## config.mk

```make
export PLATFORM = sky130hd
export DESIGN_NAME = vga_timing_gen
export DESIGN_NICKNAME = d
export VERILOG_FILES = /design/src/rtl/vga_timing_gen.sv
export SDC_FILE = /design/constraint.sdc
export NUM_CORES = 1
export LEC_CHECK = 0
export BUFFER_PORTS_ARGS = -buffer_cell sky130_fd_sc_hd__clkbuf_2
export CAP_MARGIN = 20
export CELL_PAD_IN_SITES_DETAIL_PLACEMENT = 1
export CELL_PAD_IN_SITES_GLOBAL_PLACEMENT = 2
export CORE_AREA = 10 10 91 85
export CTS_BUF_LIST = sky130_fd_sc_hd__clkbuf_16
export CTS_CLUSTER_DIAMETER = 80
export DETAILED_ROUTE_END_ITERATION = 10
export DIE_AREA = 0 0 101 95
export HOLD_SLACK_MARGIN = 0.12
export MAX_ROUTING_LAYER = met4
export PLACE_DENSITY = 0.86
export SYNTH_ARGS = -nofsm -noshare
export SYNTH_HDL_FRONTEND = slang
export SYNTH_SLANG_ARGS = --single-unit
```

## constraint.sdc

```tcl
create_clock -name pixel_clk -period 4.4 [get_ports pixel_clk]
set_clock_uncertainty 0.1 [all_clocks]
set_input_delay 0.88 -clock pixel_clk [delete_from_list [all_inputs] [get_ports pixel_clk]]
set_output_delay 0.88 -clock pixel_clk [all_outputs]
set_load 0.02 [all_outputs]
```

## src/rtl/vga_timing_gen.sv

```systemverilog
`timescale 1ns/1ps
// vga_timing_gen: raster timing for 1280x720@60 (720p).
// Two chained free-running counters (h_cnt/v_cnt). Their decode gives the
// combinational pixel request and coordinates for the colour stage.
// The registered sync/DE/frame_start outputs lag the counters by one cycle.
// This is the same one-cycle latency that the colour stage adds to pixel_data,
// so the colour, sync and DE outputs are mutually aligned.
module vga_timing_gen #(
  parameter logic [10:0] H_SYNC   = 11'd40,
  parameter logic [10:0] H_BACK   = 11'd220,
  parameter logic [10:0] H_DISP   = 11'd1280,
  parameter logic [10:0] H_FRONT  = 11'd110,
  parameter logic [10:0] H_TOTAL  = 11'd1650,
  parameter logic [10:0] V_SYNC   = 11'd5,
  parameter logic [10:0] V_BACK   = 11'd20,
  parameter logic [10:0] V_DISP   = 11'd720,
  parameter logic [10:0] V_FRONT  = 11'd5,
  parameter logic [10:0] V_TOTAL  = 11'd750,
  parameter logic        SYNC_POL = 1'b1
) (
  input  logic        pixel_clk,
  input  logic        sys_rst_n,
  input  logic [5:0]  pixel_data,
  output logic [10:0] pixel_xpos,
  output logic [10:0] pixel_ypos,
  output logic        data_req,
  output logic        vga_hs,
  output logic        vga_vs,
  output logic        vga_de,
  output logic [5:0]  vga_rgb,
  output logic        frame_start
);

  // Active window bounds, inclusive on both ends.
  localparam logic [10:0] H_ACT_START = H_SYNC + H_BACK;
  localparam logic [10:0] H_ACT_END   = H_SYNC + H_BACK + H_DISP - 11'd1;
  localparam logic [10:0] V_ACT_START = V_SYNC + V_BACK;
  localparam logic [10:0] V_ACT_END   = V_SYNC + V_BACK + V_DISP - 11'd1;
  localparam logic [10:0] H_LAST      = H_TOTAL - 11'd1;
  localparam logic [10:0] V_LAST      = V_TOTAL - 11'd1;

  // An inconsistent porch/total set elaborates this marker block.
  // It makes the mistake visible in the hierarchy.
  if ((H_SYNC + H_BACK + H_DISP + H_FRONT) != H_TOTAL ||
      (V_SYNC + V_BACK + V_DISP + V_FRONT) != V_TOTAL) begin : g_total_mismatch
  end

  logic [10:0] h_cnt_q, h_cnt_d;
  logic [10:0] v_cnt_q, v_cnt_d;
  logic        hs_q, hs_d;
  logic        vs_q, vs_d;
  logic        de_q;
  logic        fs_q, fs_d;
  logic        h_win, v_win;
  logic        line_end;

  // Next counter values: h wraps every line; v steps (and wraps) only at line end.
  always_comb begin
    line_end = (h_cnt_q == H_LAST);
    h_cnt_d  = line_end ? 11'd0 : h_cnt_q + 11'd1;
    v_cnt_d  = v_cnt_q;
    if (line_end) begin
      v_cnt_d = (v_cnt_q == V_LAST) ? 11'd0 : v_cnt_q + 11'd1;
    end
  end

  // Window decode and coordinates.
  // Coordinates are forced to 0 outside the window, so the subtraction never underflows visibly.
  always_comb begin
    h_win      = (h_cnt_q >= H_ACT_START) && (h_cnt_q <= H_ACT_END);
    v_win      = (v_cnt_q >= V_ACT_START) && (v_cnt_q <= V_ACT_END);
    data_req   = h_win && v_win;
    pixel_xpos = data_req ? (h_cnt_q - H_ACT_START) : 11'd0;
    pixel_ypos = data_req ? (v_cnt_q - V_ACT_START) : 11'd0;
  end

  // Sync and frame-marker decode from the current counts; these are registered below.
  always_comb begin
    hs_d = (h_cnt_q < H_SYNC) ? SYNC_POL : ~SYNC_POL;
    vs_d = (v_cnt_q < V_SYNC) ? SYNC_POL : ~SYNC_POL;
    fs_d = (h_cnt_q == 11'd0) && (v_cnt_q == 11'd0);
  end

  // Raster counters; reset restarts the frame at (0,0).
  always_ff @(posedge pixel_clk or negedge sys_rst_n) begin
    if (!sys_rst_n) begin
      h_cnt_q <= 11'd0;
      v_cnt_q <= 11'd0;
    end else begin
      h_cnt_q <= h_cnt_d;
      v_cnt_q <= v_cnt_d;
    end
  end

  // Registered video controls, one cycle behind the counters to match pixel_data latency.
  always_ff @(posedge pixel_clk or negedge sys_rst_n) begin
    if (!sys_rst_n) begin
      hs_q <= ~SYNC_POL;
      vs_q <= ~SYNC_POL;
      de_q <= 1'b0;
      fs_q <= 1'b0;
    end else begin
      hs_q <= hs_d;
      vs_q <= vs_d;
      de_q <= data_req;
      fs_q <= fs_d;
    end
  end

  // Colour is blanked outside DE whatever the colour stage drives.
  always_comb begin
    vga_hs      = hs_q;
    vga_vs      = vs_q;
    vga_de      = de_q;
    frame_start = fs_q;
    vga_rgb     = de_q ? pixel_data : 6'b0;
  end

endmodule
```

==> impl_results.md <==
* Prevailing post-synth register cell: dfrtp_1
* Critical path class: flip-flop to primary output
* Final Instance Count excl. Fillers at 332
* Antenna Violating Nets Remaining at 0
* Internal cell power at 0.3631 mW
* First-pass GRT wire length at 8.790 mm
* Area growth, synth to finish at 13.14%
* Area post-placement at 2172 um2
* Global route overflow at 0
* Initial DRT Pass Iterations at 4
* Htree depth at 1
* Fin. max-slew vios at 0
* Cell Pwr Density at 203.6 nW/um2
* Die area at 9595 um2
* RSZ-0062 raised after global routing: false
* TritonCTS Buffers at 3
* Max Cap Viol at 0
* Drt via density at 5.066
* Most numerous cell in the Yosys netlist: nor2_1
* Synth Net Count at 252
* Initial DRC count at 70
* Synth Cell Area at 1989 um2
* Period utilization at 0.7572
* WP data arrival at 2.35 ns
* Root buf cell: clkbuf_16
* Number of remaining DRC errors at 0
* Nets at 280
* Setup TNS Final at 0 ns
* Vias at 1,682
* Post-synthesis cell count at 233
* Sw Pwr at 0.09518 mW
* Yosys top cell area share at 0.3270
* Post-synth cell types at 41
* Total setup buffers inserted after CTS at 0
* Layout Cell Area excl Fill at 2251 um2
* Layout cell share with drive strength beyond 1 at 0.2115
* Port bufs at 40
* Reg clk slew, reported paths at 0.07 ns
* Clock Sink Count at 26
* Pin count of the biggest net entering global routing at 27
* Synth async-reset ratio at 1.000
* WL/cell at 15.65 um
* Logic gate share of total power at 0.016
* Sequential share of the synthesized area at 0.3270
* Setup ws final at 1.068 ns
* Final setup viols at 0
* CP Capture Type: primary output
* Resized Gates After CTS at 0
* CP Launch Point: h_cnt_q[4]
* Synth top area cells: dfrtp_1, nor2_1, xnor2_1
* Worst slew margin at 0.5466
* Gpl congestion at 0.8090
* Clock share of power at 0.463
* FMAX at 0.3002 GHz
* Critical Path Sink: pixel_xpos[0]
* Die span in y at 95 um
* Synthesis Warnings at 0
* Post-synth EDFFs at 0
* Final wirelength at 5.197 mm
* Lkg Pwr at 1.083 nW
* Tot GR Track Use at 0.1148
* Worst-Margin Slew at 0.6779 ns
* Outcome: finished, final reports clean
* Number of global-route vias before repair at 1,751
* Die X at 101 um
* Reg2reg start: h_cnt_q[3]
* Dominant cell type by area after synthesis: dfrtp_1
* Reg2Reg Setup Slack at 1.72 ns
* Worst slack, placed at 1.349 ns
* RR Endpoint: v_cnt_q[9]
* Seq cells post-synth at 26
* Antenna violations before repair at 0
* I/O pin count at 41
* Clk Latency, worst-skew pair at 0.27 ns
* Worst VDD drop at 0.1256 mV
* CP Launch Type: flip-flop
* CTS tree: done
* Sequential share of power at 0.521
* Top cells by count, synth: nor2_1, dfrtp_1, xnor2_1
* Detailed placement HPWL at 3.995 mm
* Placed Cells at 328
* Deepest clock path buffer count at 2
* Sw Share at 0.2077
* Ant diodes at 0
* R2R depth at 7
* Starting density of the core at 0.3365
* Std-Cell Rows at 27
* Syn_area_per_cell at 8.538 um2
* Hold Crit Class: flip-flop to flip-flop
* CP max FO at 22
* Tmin final at 3.332 ns
* Hold Violations, Final at 0
* Critical Path RT at 3.42 ns
* Cts hold-fix bufs at 0
* Core ar. at 5912 um2
* Tot Pwr at 0.4583 mW
per-layer routing:
layer	GRT usage	routed length, um	part of all wire	vias up
met1	0.1483	2567	0.49	807
li1	-	-	-	837
met3	0.02117	239	0.046	6
met5	-	0	0	-
met2	0.1734	2307	0.44	32
met4	0.04524	82	0.016	0
cells in the final DEF (no fill, tap or decap), drive strengths merged, types with 2 or more instances in the layout:
master and n:
nand2b 2, nor3 11, nand3 14, and2 6, and3 4, nand2 17, nand4 7, ha 11
xor2 13, or4 2, xnor2 18, nor2b 2, clkbuf 43, nor4 5, a21oi 6, o21ai 6
inv 8, and4 2, dfrtp 26, nor2 45
power groups by stage:
stage	clock network [mW]	logic, mW	registers, mW
finish	0.212	0.00737	0.239
global route	0.226	0.00880	0.239
global placement	0	0.00767	0.243
CTS	0.216	0.00795	0.239
detailed placement	0	0.00796	0.243
floorplan	0	0.00000736	0.244
worst min path at each step:
stage | from | end | depth (start not counted)
2_1_floorplan | h_cnt_q[0] | h_cnt_q[0] | 1
5_1_grt | v_cnt_q[10] | v_cnt_q[10] | 1
6_report | h_cnt_q[0] | h_cnt_q[0] | 1
4_1_cts | v_cnt_q[10] | v_cnt_q[10] | 1
3_5_place_dp | v_cnt_q[10] | v_cnt_q[10] | 1
3_3_place_gp | v_cnt_q[10] | v_cnt_q[10] | 1
registers in the layout (all words and copies together), names as in the netlist:
name / cells
frame_start: 1
vga_hs: 1
vga_vs: 1
vga_de: 1
v_cnt_q: 11
h_cnt_q: 11
final cells by class:
cell class,instances,area (um2)
clock inverters,1,3.754
well taps,72,90.09
repair buffers,40,200.2
flip-flops and latches,26,650.6
fillers,717,3661
multi-input cells,182,1201
clock buffers,3,75.07
inverters,8,30.03
stage by stage:
step | utilization | hold slack, ns
after floorplan | - | 0.4309
after global placement | 0.3674 | 0.4920
after detailed placement | 0.3674 | 0.5055
final | 0.3807 | 0.5168
after CTS | 0.3807 | 0.5177
after global routing | 0.3807 | 0.5340
logic make-up (layout without fill, tap and decap cells):
| group | Yosys count | in the layout | synth area share |
|---|---|---|---|
| flip-flops | 26 | 26 | 0.3270 |
| buffers and inverters | 25 | 52 | 0.06918 |
| adder cells (fa/ha/maj) | 11 | 11 | 0.06918 |
| AND/OR/NAND/NOR | 123 | 123 | 0.3428 |
| XOR/XNOR | 31 | 31 | 0.1365 |
| AO/OA/AOI/OAI | 17 | 17 | 0.05535 |
worst max-delay path, stage by stage, from the launching register on:
cell	delay, ns
dfrtp_1	0.53
nor4_4	0.44
nand4b_1	0.14
and4_1	0.24
nand3b_4	0.32
nor2_1	0.20
clkbuf_2	0.20
Note: power is estimated with default switching activity, not from simulation.
